`config.mk`:
```
export PLATFORM = sky130hd
export DESIGN_NAME = piece_sequencer_flat
export DESIGN_NICKNAME = d
export VERILOG_FILES = /design/src/rtl/piece_pkg.sv /design/src/rtl/piece_sequencer_if.sv /design/src/rtl/piece_lfsr.sv /design/src/rtl/piece_sequencer.sv /design/src/flat_wrapper.sv
export SDC_FILE = /design/constraint.sdc
export NUM_CORES = 1
export LEC_CHECK = 0
export CAP_MARGIN = 20
export CORE_MARGIN = 4
export CORE_UTILIZATION = 45
export CTS_CLUSTER_SIZE = 24
export DETAILED_ROUTE_END_ITERATION = 7
export PLACE_DENSITY = 0.64
export SYNTH_ARGS = -nofsm -noshare
export SYNTH_HDL_FRONTEND = slang
export SYNTH_SLANG_ARGS = --single-unit
```
`constraint.sdc`:
```
create_clock -name clk -period 3.9 [get_ports clk]
set_input_delay 0.975 -clock clk [delete_from_list [all_inputs] [get_ports clk]]
set_output_delay 0.975 -clock clk [all_outputs]
set_load 0.01 [all_outputs]
```
`src/rtl/piece_pkg.sv`:
```
//----------------------------------------------------------------------------
// piece_pkg: piece codes, sequencer states and the 7-bag pick helper. Rev 1.0
//----------------------------------------------------------------------------
`default_nettype none

package piece_pkg;

   typedef enum logic [4:0] {
      P_I    = 5'd0,
      P_O    = 5'd1,
      P_S    = 5'd2,
      P_Z    = 5'd3,
      P_L    = 5'd4,
      P_J    = 5'd5,
      P_T    = 5'd6,
      P_NONE = 5'd7
   } piece_t;

   localparam int          NUM_PIECES = 7;
   localparam logic [6:0]  BAG_FULL   = 7'h7F;
   localparam logic [15:0] LFSR_TAPS  = 16'hB400;

   typedef enum logic [1:0] {
      FILL  = 2'd0,
      READY = 2'd1,
      ISSUE = 2'd2,
      HOLD  = 2'd3
   } seq_state_t;

   // First piece still in the bag at or after the start index, wrapping 6->0.
   function automatic logic [2:0] bag_pick(input logic [6:0] bag, input logic [2:0] start);
      logic [2:0] s;
      logic [2:0] idx;
      logic       found;
      int         cand;
      s     = (start == 3'd7) ? 3'd0 : start;
      idx   = 3'd0;
      found = 1'b0;
      for (int k = 0; k < NUM_PIECES; k++) begin
         cand = int'(s) + k;
         if (cand >= NUM_PIECES) cand = cand - NUM_PIECES;
         if (!found && bag[cand[2:0]]) begin
            idx   = cand[2:0];
            found = 1'b1;
         end
      end
      return idx;
   endfunction

endpackage

`default_nettype wire

```
`src/rtl/piece_sequencer_if.sv`:
```
//----------------------------------------------------------------------------
// piece_sequencer_if: spawn/hold/seed handshake between game control and sequencer. Rev 1.0
//----------------------------------------------------------------------------
`default_nettype none

interface piece_sequencer_if;

   logic                 spawn_req;
   logic                 spawn_valid;
   piece_pkg::piece_t    current_block_type;
   piece_pkg::piece_t    next_block_type;
   logic                 seed_load;
   logic [15:0]          seed;
   logic                 hold_req;
   piece_pkg::piece_t    hold_type;
   logic                 busy;

   modport master (
      output spawn_req, seed_load, seed, hold_req,
      input  spawn_valid, current_block_type, next_block_type, hold_type, busy
   );

   modport slave (
      input  spawn_req, seed_load, seed, hold_req,
      output spawn_valid, current_block_type, next_block_type, hold_type, busy
   );

endinterface

`default_nettype wire

```
`src/rtl/piece_lfsr.sv`:
```
//----------------------------------------------------------------------------
// piece_lfsr: 16-bit right-shifting Galois LFSR with synchronous load and enable. Rev 1.0
//----------------------------------------------------------------------------
`default_nettype none

module piece_lfsr #(
   parameter logic [15:0] SEED = 16'hACE1,
   parameter logic [15:0] TAPS = 16'hB400
) (
   input  logic        clk,
   input  logic        rst_n,
   input  logic        load_i,
   input  logic [15:0] load_val_i,
   input  logic        en_i,
   output logic [15:0] lfsr_o
);

   logic [15:0] lfsr_q;
   logic [15:0] lfsr_d;

   always_comb begin
      lfsr_d = lfsr_q;
      if (load_i) begin
         lfsr_d = load_val_i;
      end else if (en_i) begin
         lfsr_d = {1'b0, lfsr_q[15:1]} ^ (lfsr_q[0] ? TAPS : 16'h0000);
      end
   end

   always_ff @(posedge clk or negedge rst_n) begin
      if (!rst_n) begin
         lfsr_q <= SEED;
      end else begin
         lfsr_q <= lfsr_d;
      end
   end

   assign lfsr_o = lfsr_q;

endmodule

`default_nettype wire

```
`src/rtl/piece_sequencer.sv`:
```
//----------------------------------------------------------------------------
// piece_sequencer: 7-bag tetromino sequencer with preview queue; PIECE_HOLD_EN adds a hold slot. Rev 1.0
//----------------------------------------------------------------------------
`default_nettype none

module piece_sequencer
   import piece_pkg::*;
#(
   parameter int          QUEUE_DEPTH = 3,
   parameter logic [15:0] LFSR_SEED   = 16'hACE1
) (
   input  logic             clk,
   input  logic             rst_n,
   piece_sequencer_if.slave bus
);

   seq_state_t  state_q, state_d;
   logic [6:0]  bag_q, bag_d;
   piece_t      queue_q [QUEUE_DEPTH];
   piece_t      queue_d [QUEUE_DEPTH];
   piece_t      current_q, current_d;
   logic        spawn_valid_q, spawn_valid_d;
   logic [2:0]  fill_cnt_q, fill_cnt_d;
`ifdef PIECE_HOLD_EN
   piece_t      hold_q, hold_d;
   logic        hold_ok_q, hold_ok_d;
`endif

   logic [15:0] w_lfsr;
   logic [15:0] w_seed_val;
   logic [2:0]  w_pick;
   piece_t      w_draw;
   logic [6:0]  w_bag_left;
   logic [6:0]  w_bag_next;
   logic        w_shift;
   logic [12:0] w_unused_lfsr;

   assign w_seed_val = (bus.seed == 16'h0000) ? LFSR_SEED : bus.seed;

   piece_lfsr #(
      .SEED (LFSR_SEED),
      .TAPS (LFSR_TAPS)
   ) u_lfsr (
      .clk        (clk),
      .rst_n      (rst_n),
      .load_i     (bus.seed_load),
      .load_val_i (w_seed_val),
      .en_i       (1'b1),
      .lfsr_o     (w_lfsr)
   );

   assign w_unused_lfsr = w_lfsr[15:3];
   assign w_pick        = bag_pick(bag_q, w_lfsr[2:0]);
   assign w_draw        = piece_t'({2'b00, w_pick});
   assign w_bag_left    = bag_q & ~(7'd1 << w_pick);
   assign w_bag_next    = (w_bag_left == 7'd0) ? BAG_FULL : w_bag_left;

   // Spawn/hold results are registered on entry to ISSUE/HOLD so they are visible during that state.
   always_comb begin
      state_d       = state_q;
      bag_d         = bag_q;
      queue_d       = queue_q;
      current_d     = current_q;
      spawn_valid_d = 1'b0;
      fill_cnt_d    = fill_cnt_q;
      w_shift       = 1'b0;
`ifdef PIECE_HOLD_EN
      hold_d        = hold_q;
      hold_ok_d     = hold_ok_q;
`endif
      if (bus.seed_load) begin
         state_d    = FILL;
         bag_d      = BAG_FULL;
         fill_cnt_d = 3'd0;
         current_d  = P_NONE;
         for (int i = 0; i < QUEUE_DEPTH; i++) queue_d[i] = P_NONE;
`ifdef PIECE_HOLD_EN
         hold_d     = P_NONE;
         hold_ok_d  = 1'b1;
`endif
      end else begin
         case (state_q)
            FILL: begin
               w_shift = 1'b1;
               if (fill_cnt_q == 3'(QUEUE_DEPTH - 1)) begin
                  state_d    = READY;
                  fill_cnt_d = 3'd0;
               end else begin
                  fill_cnt_d = fill_cnt_q + 3'd1;
               end
            end
            READY: begin
               if (bus.spawn_req) begin
                  current_d     = queue_q[0];
                  w_shift       = 1'b1;
                  spawn_valid_d = 1'b1;
                  state_d       = ISSUE;
`ifdef PIECE_HOLD_EN
                  hold_ok_d     = 1'b1;
               end else if (bus.hold_req && hold_ok_q) begin
                  hold_d = current_q;
                  if (hold_q == P_NONE) begin
                     current_d = queue_q[0];
                     w_shift   = 1'b1;
                  end else begin
                     current_d = hold_q;
                  end
                  spawn_valid_d = 1'b1;
                  hold_ok_d     = 1'b0;
                  state_d       = HOLD;
`endif
               end
            end
            default: state_d = READY;
         endcase

         if (w_shift) begin
            for (int i = 0; i < QUEUE_DEPTH - 1; i++) queue_d[i] = queue_q[i + 1];
            queue_d[QUEUE_DEPTH - 1] = w_draw;
            bag_d                    = w_bag_next;
         end
      end
   end

   always_ff @(posedge clk or negedge rst_n) begin
      if (!rst_n) begin
         state_q       <= FILL;
         bag_q         <= BAG_FULL;
         for (int i = 0; i < QUEUE_DEPTH; i++) queue_q[i] <= P_NONE;
         current_q     <= P_NONE;
         spawn_valid_q <= 1'b0;
         fill_cnt_q    <= 3'd0;
`ifdef PIECE_HOLD_EN
         hold_q        <= P_NONE;
         hold_ok_q     <= 1'b1;
`endif
      end else begin
         state_q       <= state_d;
         bag_q         <= bag_d;
         queue_q       <= queue_d;
         current_q     <= current_d;
         spawn_valid_q <= spawn_valid_d;
         fill_cnt_q    <= fill_cnt_d;
`ifdef PIECE_HOLD_EN
         hold_q        <= hold_d;
         hold_ok_q     <= hold_ok_d;
`endif
      end
   end

   assign bus.spawn_valid        = spawn_valid_q;
   assign bus.current_block_type = current_q;
   assign bus.next_block_type    = queue_q[0];
   assign bus.busy               = (state_q != READY);

`ifdef PIECE_HOLD_EN
   assign bus.hold_type = hold_q;
`else
   logic w_unused_hold;
   assign bus.hold_type = P_NONE;
   assign w_unused_hold = bus.hold_req;
`endif

endmodule

`default_nettype wire
```
`src/flat_wrapper.sv`:
```
// flat-port wrapper written by rule: the top's interface ports become plain ports
module piece_sequencer_flat import piece_pkg::*;
#(
   parameter int          QUEUE_DEPTH = 3,
   parameter logic [15:0] LFSR_SEED   = 16'hACE1
)
  (clk, rst_n, bus_spawn_req, bus_seed_load, bus_seed, bus_hold_req, bus_spawn_valid, bus_current_block_type, bus_next_block_type, bus_hold_type, bus_busy);
  piece_sequencer_if bus_i ();
  input  logic clk;
  input  logic rst_n;
  input wire logic [$bits(bus_i.spawn_req)-1:0] bus_spawn_req;
  input wire logic [$bits(bus_i.seed_load)-1:0] bus_seed_load;
  input wire logic [$bits(bus_i.seed)-1:0] bus_seed;
  input wire logic [$bits(bus_i.hold_req)-1:0] bus_hold_req;
  output wire logic [$bits(bus_i.spawn_valid)-1:0] bus_spawn_valid;
  output wire logic [$bits(bus_i.current_block_type)-1:0] bus_current_block_type;
  output wire logic [$bits(bus_i.next_block_type)-1:0] bus_next_block_type;
  output wire logic [$bits(bus_i.hold_type)-1:0] bus_hold_type;
  output wire logic [$bits(bus_i.busy)-1:0] bus_busy;
  assign bus_i.spawn_req = bus_spawn_req;
  assign bus_i.seed_load = bus_seed_load;
  assign bus_i.seed = bus_seed;
  assign bus_i.hold_req = bus_hold_req;
  assign bus_spawn_valid = bus_i.spawn_valid;
  assign bus_current_block_type = bus_i.current_block_type;
  assign bus_next_block_type = bus_i.next_block_type;
  assign bus_hold_type = bus_i.hold_type;
  assign bus_busy = bus_i.busy;
  piece_sequencer #(.QUEUE_DEPTH(QUEUE_DEPTH), .LFSR_SEED(LFSR_SEED)) u_core (.clk(clk), .rst_n(rst_n), .bus(bus_i));
endmodule
```
==> flow_summary.json <==
{
  "outcome": "completed",
  "final_nets": 539,
  "globalRouteTotalUtil_pct": 19.9,
  "worst-slew-pin-transition_ns": 0.861,
  "rsz0062_at_grt": "yes",
  "cts.sinks": 41,
  "synth-edff-count": 0,
  "ys_top_cells_by_area": "sky130_fd_sc_hd__dfstp_2 19%, sky130_fd_sc_hd__dfrtp_1 9.3%, sky130_fd_sc_hd__nand2_1 4.1%, sky130_fd_sc_hd__buf_4 3.8%, sky130_fd_sc_hd__nor2_1 3.6%",
  "vdd_ir_drop_max_mv": 0.354,
  "first_pass_grt_wire_length_mm": 16.3,
  "synth_area_mm2": 0.00376,
  "post-route-worst-setup-slack_ns": 0.00310,
  "postLayoutCellArea_mm2": 0.00509,
  "maxCapViolations": 0,
  "timing.critical_path.from": "u_core.u_lfsr.lfsr_o[0]",
  "cts_htree_levels": 2,
  "synth-seq-cells": 41,
  "drt-initial-drc-count": 256,
  "synthesis.instances": 437,
  "drcViolationCount": 0,
  "fp.coreArea_mm2": 0.00818,
  "async_reset_ff_share_pct": 100,
  "fin_crit_ns": 3.90,
  "synth-seq-area-share_pct": 28.1,
  "post-synth-top-area-fraction_pct": 18.8,
  "clockPowerShare_pct": 9.3,
  "clock_tree_from_tritoncts": "built",
  "finalHoldViolations": 0,
  "insertedDiodeCount": 0,
  "switching_share_pct": 43.4,
  "yosys_most_used_dff": "sky130_fd_sc_hd__dfstp_2",
  "hold_path_startpoint": "u_core.u_lfsr.lfsr_o[8]",
  "ctsRootBufferMaster": "sky130_fd_sc_hd__clkbuf_8",
  "final_core_utilization_pct": 62.2,
  "rows": 33,
  "fin_crit_sh_pct": 99.9,
  "antenna_left": 0,
  "r2r_setup_slack_ns": 0.003,
  "routed_via_count": 3590,
  "p_leak_uw": 0.00211,
  "place.port_buffers": 27,
  "whs_ns": 0.486,
  "hp-class": "flip-flop to flip-flop",
  "clock.fmax_ghz": 0.257,
  "p_sw_uw": 1430,
  "filler_cell_count": 703,
  "final-max-slew-violation-count": 0,
  "cts_inserted_buffers": 5,
  "crit_required_ns": 4.12,
  "design.die.area_mm2": 0.00989,
  "power.internal_uw": 1860,
  "place_hpwl_mm": 6.94,
  "cts_hold_buffers": 0,
  "initial_core_util_pct": 46.1,
  "fin_worst_skew_ns": 0.00373,
  "maxSlewHeadroom_pct": 42.6,
  "pin_count_of_the_biggest_net_entering_global_routing": 44,
  "fraction_of_layout_cells_with_a_size_suffix_above_1_pct": 39.6,
  "netlist.top_cell.by_area": "sky130_fd_sc_hd__dfstp_2",
  "launching_point_of_the_worst_reg2reg_path": "u_core.u_lfsr.lfsr_o[0]",
  "setup.worst_path.start_class": "flip-flop",
  "grt_pass1_vias": 3451,
  "crit_fanout": 7,
  "synth.most_common_cell": "sky130_fd_sc_hd__nand2_1",
  "relative_contribution_of_combinational_cells_to_total_power_pct": 68.2,
  "count_of_yosys_warnings_during_synthesis": 0,
  "num_io_pins": 38,
  "post_synth_num_cell_types": 91,
  "synth.top_cells.by_count": "41 x sky130_fd_sc_hd__nand2_1, 36 x sky130_fd_sc_hd__nor2_1, 27 x sky130_fd_sc_hd__dfstp_2",
  "final_weighted_congestion_of_routability_driven_global_placement": 0.872,
  "die_width_um": 99.5,
  "height_of_the_die_um": 99.5,
  "placed_area_mm2": 0.00436,
  "share_of_power_burned_in_registers_pct": 22.6,
  "timing.setup.critical_path_class": "flip-flop to flip-flop",
  "power.density_mw_per_mm2": 645,
  "antenna_found_initial": 0,
  "multi_input_area_mm2": 0.00281,
  "detailedPlace.worstSlack_ns": -0.164,
  "ff_latch_area_mm2": 0.00106,
  "setup_viol": 0,
  "routed_wirelength_mm": 10.5,
  "post_drt_via_cell_ratio": 5.81,
  "sum_of_overflow_across_all_layers_after_global_routing": 0,
  "cts_buffer_depth": 2,
  "critPathArrivalTime_ns": 4.11,
  "clock_latency_ns": 0.29,
  "avgSynthCellArea_um2": 8.62,
  "clk_transition_reported_paths_ns": 0.08,
  "routedWlPerCell_um": 17.0,
  "detail_route.first_pass.iterations": 4,
  "timing.critical_path.to_type": "flip-flop",
  "syn2layout_area_growth_pct": 35.2,
  "finalPower_uw": 3280
}
-- sequential cells by signal, indices dropped and copies added (netlist names) --
signal                         flops
u_core.bag_q                       7
u_core.bus.current_block_type      3
u_core.bus.spawn_valid             1
u_core.u_lfsr.lfsr_o              16
u_core.queue_q                     6
u_core.fill_cnt_q                  3
u_core.bus.next_block_type         3
u_core.state_q                     2
-- power by group through the flow --
| stage | Combinational (uW) | Clock [uW] | Sequential, uW |
|---|---|---|---|
| detailed placement | 1660 | 0 | 731 |
| global placement | 1630 | 0 | 725 |
| CTS | 1780 | 318 | 726 |
| floorplan | 1200 | 0 | 616 |
| finish | 2240 | 304 | 741 |
| global route | 2410 | 337 | 750 |
-- placed cells by master, fill, tap and decap left out, types with 4 or more instances in the layout --
cell type | Yosys | final
sky130_fd_sc_hd__a211o_1 | 7 | 7
sky130_fd_sc_hd__a21oi_1 | 24 | 20
sky130_fd_sc_hd__a31oi_1 | 6 | 4
sky130_fd_sc_hd__buf_4 | 19 | 68
sky130_fd_sc_hd__buf_6 | 4 | 8
sky130_fd_sc_hd__clkbuf_8 | 0 | 7
sky130_fd_sc_hd__clkdlybuf4s50_1 | 0 | 26
sky130_fd_sc_hd__conb_1 | 2 | 9
sky130_fd_sc_hd__dfrtp_1 | 14 | 13
sky130_fd_sc_hd__dfstp_2 | 27 | 27
sky130_fd_sc_hd__ha_4 | 0 | 4
sky130_fd_sc_hd__inv_1 | 15 | 14
sky130_fd_sc_hd__mux2_2 | 8 | 8
sky130_fd_sc_hd__mux2i_1 | 9 | 6
sky130_fd_sc_hd__nand2_1 | 41 | 41
sky130_fd_sc_hd__nand2b_1 | 11 | 10
sky130_fd_sc_hd__nand3_1 | 8 | 7
sky130_fd_sc_hd__nand3b_1 | 9 | 9
sky130_fd_sc_hd__nor2_1 | 36 | 33
sky130_fd_sc_hd__nor2b_1 | 9 | 7
sky130_fd_sc_hd__nor3_1 | 6 | 4
sky130_fd_sc_hd__nor4_1 | 6 | 6
sky130_fd_sc_hd__o211ai_1 | 4 | 4
sky130_fd_sc_hd__o21ai_0 | 14 | 13
sky130_fd_sc_hd__o21ai_1 | 6 | 4
sky130_fd_sc_hd__o22a_1 | 9 | 9
sky130_fd_sc_hd__xnor2_1 | 7 | 7
-- per-stage QoR --
step	instances	setup TNS, ns
CTS	602	0
global placement	587	-0.470
floorplan	444	0
detailed placement	587	-0.858
finish	618	0
global route	618	-1.10
-- what timing repair did --
action,4_1_cts,5_1_grt
pin swaps,15,31
resized for setup,21,60
setup endpoints to repair,7,8
setup buffers,7,16
-- cell type report --
| class | instances | share of cell area, % |
|---|---|---|
| Multi-Input combinational cell | 342 | 55.2 |
| Sequential cell | 41 | 20.9 |
| Timing Repair Buffer | 106 | 18.1 |
| Tap cell | 105 | 2.58 |
| Clock buffer | 7 | 1.89 |
| Inverter | 16 | 1.28 |
| Clock inverter | 1 | 0.0984 |
-- kinds of logic after synthesis --
group,after synthesis,share of synthesized area (%)
buffers and inverters,61,9.04
adders and majority gates,7,2.29
muxes,18,5.18
AOI/OAI and AO/OA,138,28.8
other,2,0.199
xor gates and xnor gates,12,3.49
and+or+nand+nor,158,22.8
DFF,41,28.1
-- final timing paths --
kind	endpoint	cells past startpoint
max	u_core.bag_q[1]	17
min	u_core.u_lfsr.lfsr_o[7]	1
max reg2reg	u_core.bag_q[1]	17
min reg2reg	u_core.u_lfsr.lfsr_o[7]	1
max in group asynchronous	u_core.u_lfsr.lfsr_o[2]	1
min in group asynchronous	u_core.state_q[0]	1
-- routing by layer --
layer	part of all wire [%]	track usage [%]
met1	45	26.7
met2	49	33.3
met3	3.6	2.31
met4	2.3	7.04
met5	0	0
-- worst max-delay path, stage by stage (launching register included) --
cell and delay, ns:
sky130_fd_sc_hd__dfstp_2 0.61, sky130_fd_sc_hd__buf_6 0.14, sky130_fd_sc_hd__a21boi_4 0.07, sky130_fd_sc_hd__buf_4 0.15, sky130_fd_sc_hd__ha_2 0.19, sky130_fd_sc_hd__o21ai_2 0.14, sky130_fd_sc_hd__a21boi_2 0.20, sky130_fd_sc_hd__buf_6 0.15
sky130_fd_sc_hd__mux2i_4 0.24, sky130_fd_sc_hd__o22ai_2 0.13, sky130_fd_sc_hd__nor4_2 0.22, sky130_fd_sc_hd__buf_4 0.17, sky130_fd_sc_hd__nand2b_4 0.08, sky130_fd_sc_hd__or3_4 0.42, sky130_fd_sc_hd__and2_4 0.17, sky130_fd_sc_hd__a311o_1 0.35
sky130_fd_sc_hd__o22ai_4 0.26, sky130_fd_sc_hd__o2bb2ai_1 0.12
No activity file was read; power rests on OpenSTA's default activity.
